`src/rtl/kyber_mul_iter.sv`:
```
// Iterative shift-add multiplier feeding the Kyber modular reduction stage.
// Define KYBER_MUL_RADIX4_EN to retire two multiplier bits per RUN cycle.
module kyber_mul_iter #(
    parameter int OPW = 12
) (
    input  logic             clk_i,
    input  logic             rst_ni,
    input  logic [OPW-1:0]   a_i,
    input  logic [OPW-1:0]   b_i,
    input  logic             in_valid_i,
    output logic             in_ready_o,
    output logic [2*OPW-1:0] product_o,
    output logic             out_valid_o,
    input  logic             out_ready_i,
    output logic             busy_o
);
    localparam int PW = 2 * OPW;
`ifdef KYBER_MUL_RADIX4_EN
    localparam int STEPS = OPW / 2;
`else
    localparam int STEPS = OPW;
`endif
    localparam int CW = $clog2(STEPS + 1);

    typedef enum logic [1:0] {IDLE, RUN, DONE} state_t;

    state_t          r_state;
    state_t          w_state_nxt;
    logic [PW-1:0]   r_acc;
    logic [PW-1:0]   r_mcand;
    logic [OPW-1:0]  r_mplier;
    logic [CW-1:0]   r_count;

    logic            w_in_hs;
    logic            w_last;
    logic [PW-1:0]   w_addend;
    logic [PW-1:0]   w_mcand_nxt;
    logic [OPW-1:0]  w_mplier_nxt;

    assign in_ready_o  = (r_state == IDLE) || ((r_state == DONE) && out_ready_i);
    assign w_in_hs     = in_valid_i && in_ready_o;
    assign w_last      = (r_count == CW'(STEPS - 1));
    assign out_valid_o = (r_state == DONE);
    assign busy_o      = (r_state == RUN);
    assign product_o   = r_acc;

`ifdef KYBER_MUL_RADIX4_EN
    // Radix-4 partial product: 0, 1x, 2x or 3x the shifted multiplicand.
    always_comb begin
        w_addend = '0;
        case (r_mplier[1:0])
            2'd1:    w_addend = r_mcand;
            2'd2:    w_addend = r_mcand << 1;
            2'd3:    w_addend = r_mcand + (r_mcand << 1);
            default: w_addend = '0;
        endcase
    end
    assign w_mcand_nxt  = r_mcand << 2;
    assign w_mplier_nxt = r_mplier >> 2;
`else
    assign w_addend     = r_mplier[0] ? r_mcand : '0;
    assign w_mcand_nxt  = r_mcand << 1;
    assign w_mplier_nxt = r_mplier >> 1;
`endif

    always_comb begin
        w_state_nxt = r_state;
        case (r_state)
            IDLE:    if (in_valid_i) w_state_nxt = RUN;
            RUN:     if (w_last) w_state_nxt = DONE;
            DONE:    if (out_ready_i) w_state_nxt = in_valid_i ? RUN : IDLE;
            default: w_state_nxt = IDLE;
        endcase
    end

    always_ff @(posedge clk_i or negedge rst_ni) begin
        if (!rst_ni) r_state <= IDLE;
        else         r_state <= w_state_nxt;
    end

    // A load in DONE overrides the held result on the same edge it is consumed.
    always_ff @(posedge clk_i or negedge rst_ni) begin
        if (!rst_ni) begin
            r_acc    <= '0;
            r_mcand  <= '0;
            r_mplier <= '0;
            r_count  <= '0;
        end else if (w_in_hs) begin
            r_acc    <= '0;
            r_mcand  <= PW'(a_i);
            r_mplier <= b_i;
            r_count  <= '0;
        end else if (r_state == RUN) begin
            r_acc    <= r_acc + w_addend;
            r_mcand  <= w_mcand_nxt;
            r_mplier <= w_mplier_nxt;
            r_count  <= r_count + CW'(1);
        end
    end
endmodule

```
`config.mk`:
```
export PLATFORM = sky130hd
export DESIGN_NAME = kyber_mul_iter
export DESIGN_NICKNAME = d
export VERILOG_FILES = /design/src/rtl/kyber_mul_iter.sv
export SDC_FILE = /design/constraint.sdc
export NUM_CORES = 1
export LEC_CHECK = 0
export ABC_AREA = 1
export ABC_CLOCK_PERIOD_IN_PS = 2500
export BUFFER_PORTS_ARGS = -buffer_cell sky130_fd_sc_hd__buf_4
export CORE_ASPECT_RATIO = 1.1
export CORE_UTILIZATION = 50
export DETAILED_ROUTE_END_ITERATION = 8
export GPL_ROUTABILITY_DRIVEN = 0
export PLACE_DENSITY = 0.7
export SYNTH_ARGS = -nofsm -noshare
export SYNTH_HDL_FRONTEND = slang
export SYNTH_SLANG_ARGS = --single-unit
```
`constraint.sdc`:
```
create_clock -name clk_i -period 2.5 [get_ports clk_i]
set_clock_uncertainty 0.05 [all_clocks]
set_input_delay 0.125 -clock clk_i [delete_from_list [all_inputs] [get_ports clk_i]]
set_output_delay 0.125 -clock clk_i [all_outputs]
set_load 0.03 [all_outputs]
```
Word-level counts from Yosys, hierarchy flattened. Cells that the tools add are included.

Logic and storage cells: 33. Output and inout bits: 27. Bits of input ports: 28. Register bits: 66.

Reduce and logical (&&, ||, !) cells: 6. Add/subtract/negate cells: 2. Muxes and demuxes: 14. Equality and inequality tests: 6.

Operator list (count): $mux 24 (5); $add 24x24->24 (1); $mux 12 (2); $mux 4 (2); $mux 2 (3); $pmux 2 s3 (1); $add 4x1->4 const B (1); $eq 4x4->1 const B (1); $ne 2x1->1 const B (2); $reduce_and 3->1 (1); $eq 2x1->1 const B (1); $eq 2x2->1 const B (1); $logic_and 1x1->1 (2); $logic_not 2->1 (1); $ne 2x2->1 const B (1); $reduce_bool 2->1 (1); $logic_or 1x1->1 (1); $mux 1 (1).

Logic depth before layout (Yosys ltp).
Depth in word-level cells: 5. Gate-level depth with buffers: 16. Mapped depth without buffers: 15.

Worst setup path after synthesis. OpenSTA, ideal clock, no wires.

Kind: flip-flop to flip-flop. Start: register r_mplier[0]. End: register r_acc[12], in the netlist product_o[12]. Path buffers: 1. Slack: 0.402 ns. Required time: 2.332 ns. Period minus slack after synthesis: 2.098 ns. Data arrival time: 1.930 ns. Library setup time: 0.118 ns. Cell stages (with the launch flop): 17. Cells stage by stage: dfrtp_1 -> clkbuf_1 -> nand2_1 -> inv_1 -> ha_1 -> inv_1 -> fa_1 -> inv_1 -> nand2_1 -> o21ai_2 -> nand2_1 -> nand2_1 -> nand2_1 -> nand2_1 -> nand2_1 -> nand3_1 -> nand2_1.

Longest elaborated chain between the ends: 4.

RTL lines: from (decl) (RTL line 31) `logic [OPW-1:0] r_mplier;`; from (signal assigned) (RTL line 91) `r_mplier <= b_i;`; from (signal assigned) (RTL line 96) `r_mplier <= w_mplier_nxt;`; $mux 24 (RTL line 61) `assign w_addend = r_mplier[0] ? r_mcand : '0;`; $add 24x24->24 (RTL line 94) `r_acc <= r_acc + w_addend;`; $mux 24 (RTL line 93) `end else if (r_state == RUN) begin`; $mux 24 (RTL line 88) `end else if (w_in_hs) begin`; to (signal assigned) (RTL line 94); to (decl) (RTL line 29) `logic [PW-1:0] r_acc;`.

Every way passes these cells. The select of a mux whose other input is x is not followed. A chain may end at the register's enable or synchronous reset.

Worst setup path in the final report. Ends and elaborated chain as after synthesis.

==> results.yml <==
logic_synthesis:
  synth.mux.area_fraction: 0
  ys_seq_elements: 66
  synth_ff_type: "dfrtp_1"
  synthSimpleGateAreaFrac: 0.3154
  avgSynthCellArea_sq_um: 6.795
  synth_top_area_cell: "dfrtp_1"
  synthCells: 669
  synth_edf_count: 0
  synth_top_area_frac: 0.3633
  syn_nets: 722
  ys_warn_count: 0
  synth_area_leaders: "dfrtp_1, nand2_1, inv_1, ha_1, o221ai_1"
  synth_cell_types: 34
  synthArstFlopShare: 1.000
  synth_compound_gate_area_share: 0.1073
  syn_area_sq_um: 4546
  synth_xor_area_frac: 0.007707
  synth_top_family_by_area: "simple AND/OR/NAND/NOR gates"
  yosys.area_share.adder: 0.07047
  yosysSeqAreaShare: 0.3633
sta:
  worst_pin_slew_ns: 0.8451
  hold_violations: 0
  finalMaxSlewViolations: 0
  setup_viol: 0
  finalCriticalPeriod_ns: 2.209
  slew_headroom: 0.4366
  fmax_mhz: 452.6
  period_share: 0.8837
  rsz0062_at_grt: "no"
  setup-tns-final_ns: 0
die:
  core_sq_um: 8828
  dieArea_sq_um: 9477
  die_x_um: 92.91
  start_util: 0.5149
  die_h_um: 102
  ioPinCount: 55
  rows: 36
clock_tree:
  clkLatencyLatePin_ns: 0.35
  cts-root-buf: "clkbuf_8"
  post_cts_buffers: 0
  cts_tree: "done"
  clk_pin_slew_ns: 0.08
  cts_buffers: 9
  clock_sinks: 66
  clk_path_buf_depth: 2
  htreeDepth: 3
global_routing:
  grt_pass1_wl_mm: 18.98
  grt_usage: 0.2567
  gr-total-overflow: 0
  antenna_found_initial: 0
  grt_start_max_net_pins: 67
  grt_pass1_vias: 4289
pwr:
  power_density_nw_per_um2: 1004
  leakage_nw: 3.187
  finalPower_mw: 5.525
  ir_worst_vdd_uv: 730.1
setup_path:
  crit_path_start_kind: "flip-flop"
  crit_fanout: 4
  crit_required_ns: 2.70
  cp.arrival_ns: 2.41
  end_kind: "flip-flop"
  path_class: "reg -> reg"
drt:
  totalWireLength_mm: 11.24
  vias: 4375
  drc_errors: 0
  routed_via_density: 5.052
  first_pass_iters: 5
  detail-route-antenna-nets: 0
  drt_first_iter_violations: 172
  wl_per_cell_um: 12.98
place:
  placed_area_sq_um: 5050
  hpwl_mm: 8.233
  portBuffers: 54
  placed_cells: 825
run_status:
  status: "finished, final reports clean"
final_layout:
  num_antenna_cells: 0
  fin_area_sq_um: 5503
  final_nets: 801
  drive_gt1_frac: 0.1330
  layout_common_cells: "nand2_1, inv_1, dfrtp_1, buf_4, nor2_1"
  finalCoreUtilization: 0.6233
  n_fill_cell: 836
  final_cell_count_no_fill: 866
  area_growth_pct: 21.06
  final_common_cell: "nand2_1"
hold_path:
  hold_class: "in -> reg"
run:
  maxCapViolations: 0
## routing by layer
metal	GRT usage	up-vias	share of wire
met5	0	-	0
met4	0.1302	0	0.027
met3	0.03348	28	0.031
met2	0.4355	99	0.48
met1	0.3225	2016	0.46
li1	-	2232	-
## power breakdown
part	switching, mW	total (mW)	internal (mW)
clock network	0.436	0.915	0.478
logic	1.88	2.85	0.970
registers	0.270	1.76	1.49
total	2.58	5.53	2.94
## worst paths after layout
| kind | startpoint | depth (start not counted) | slack [ns] | end |
|---|---|---|---|---|
| setup / recovery | r_mplier[0] | 15 | 0.29 | product_o[12] |
| max in group asynchronous | rst_ni | 2 | 1.47 | r_mcand[12] |
| hold / removal | in_valid_i | 3 | 0.01 | r_state[0] |
| hold reg to reg | r_mcand[23] | 2 | 0.45 | r_mcand[23] |
| min in group asynchronous | rst_ni | 2 | 0.36 | product_o[18] |
| setup reg to reg | r_mplier[0] | 15 | 0.29 | product_o[12] |
## registers in the layout, summed over array words and instances (netlist names)
name       count
r_count        4
r_mplier      12
r_state        2
product_o     24
r_mcand       24
## stage by stage
step	setup slack [ns]	hold slack, ns
after floorplan	0.4018	-0.2206
after global routing	0.1019	0.02448
after detailed placement	0.3037	0.2336
after CTS	0.3056	0.0009820
after global placement	0.3710	0.2296
final	0.2907	0.01077
## Yosys cell counts (5+ instances only)
cell,number
nand2_1,249
inv_1,139
dfrtp_1,66
nor2_1,29
nand3_1,28
ha_1,24
o221ai_1,21
a21oi_1,20
o21ai_0,13
o22ai_1,10
buf_2,8
nand2_2,8
nand4_1,6
clkbuf_1,5
nor2_2,5
o21ai_1,5
## cell type report
cell class	instances	area, sq um	share of cell area
multi-input combinational	443	2277	0.4138
inverter	144	543.0	0.09868
timing repair buffer	84	695.7	0.1264
tap	114	142.6	0.02592
sequential	66	1652	0.3001
clock inverter	5	55.05	0.01000
clock buffer	10	137.6	0.02501
## critical path, cell delays in order, from the launching register on
cell	delay, ns
dfrtp_1	0.37
nand2_1	0.06
inv_1	0.05
ha_1	0.22
inv_1	0.08
fa_1	0.36
inv_1	0.13
nand2_1	0.10
o21ai_2	0.21
nand2_1	0.08
nand2_1	0.11
nand2_1	0.08
nand2_1	0.07
nand2_1	0.04
nand3_1	0.07
nand2_1	0.05
## cells by family (layout without fill, tap and decap cells)
group,Yosys count,in the layout
AO/OA/AOI/OAI,75,75
AND/OR/NAND/NOR,339,339
adder cells (fa/ha/maj),25,25
flip-flops,66,66
XOR/XNOR,4,4
buffers and inverters,160,243
## repair_timing
| item | 4_1_cts | 5_1_grt |
|---|---|---|
| hold buffers | 26 | 0 |
| gates resized for setup | 0 | 0 |
| hold endpoints to repair | 91 | 0 |
Power figures use the tool's default switching activity.
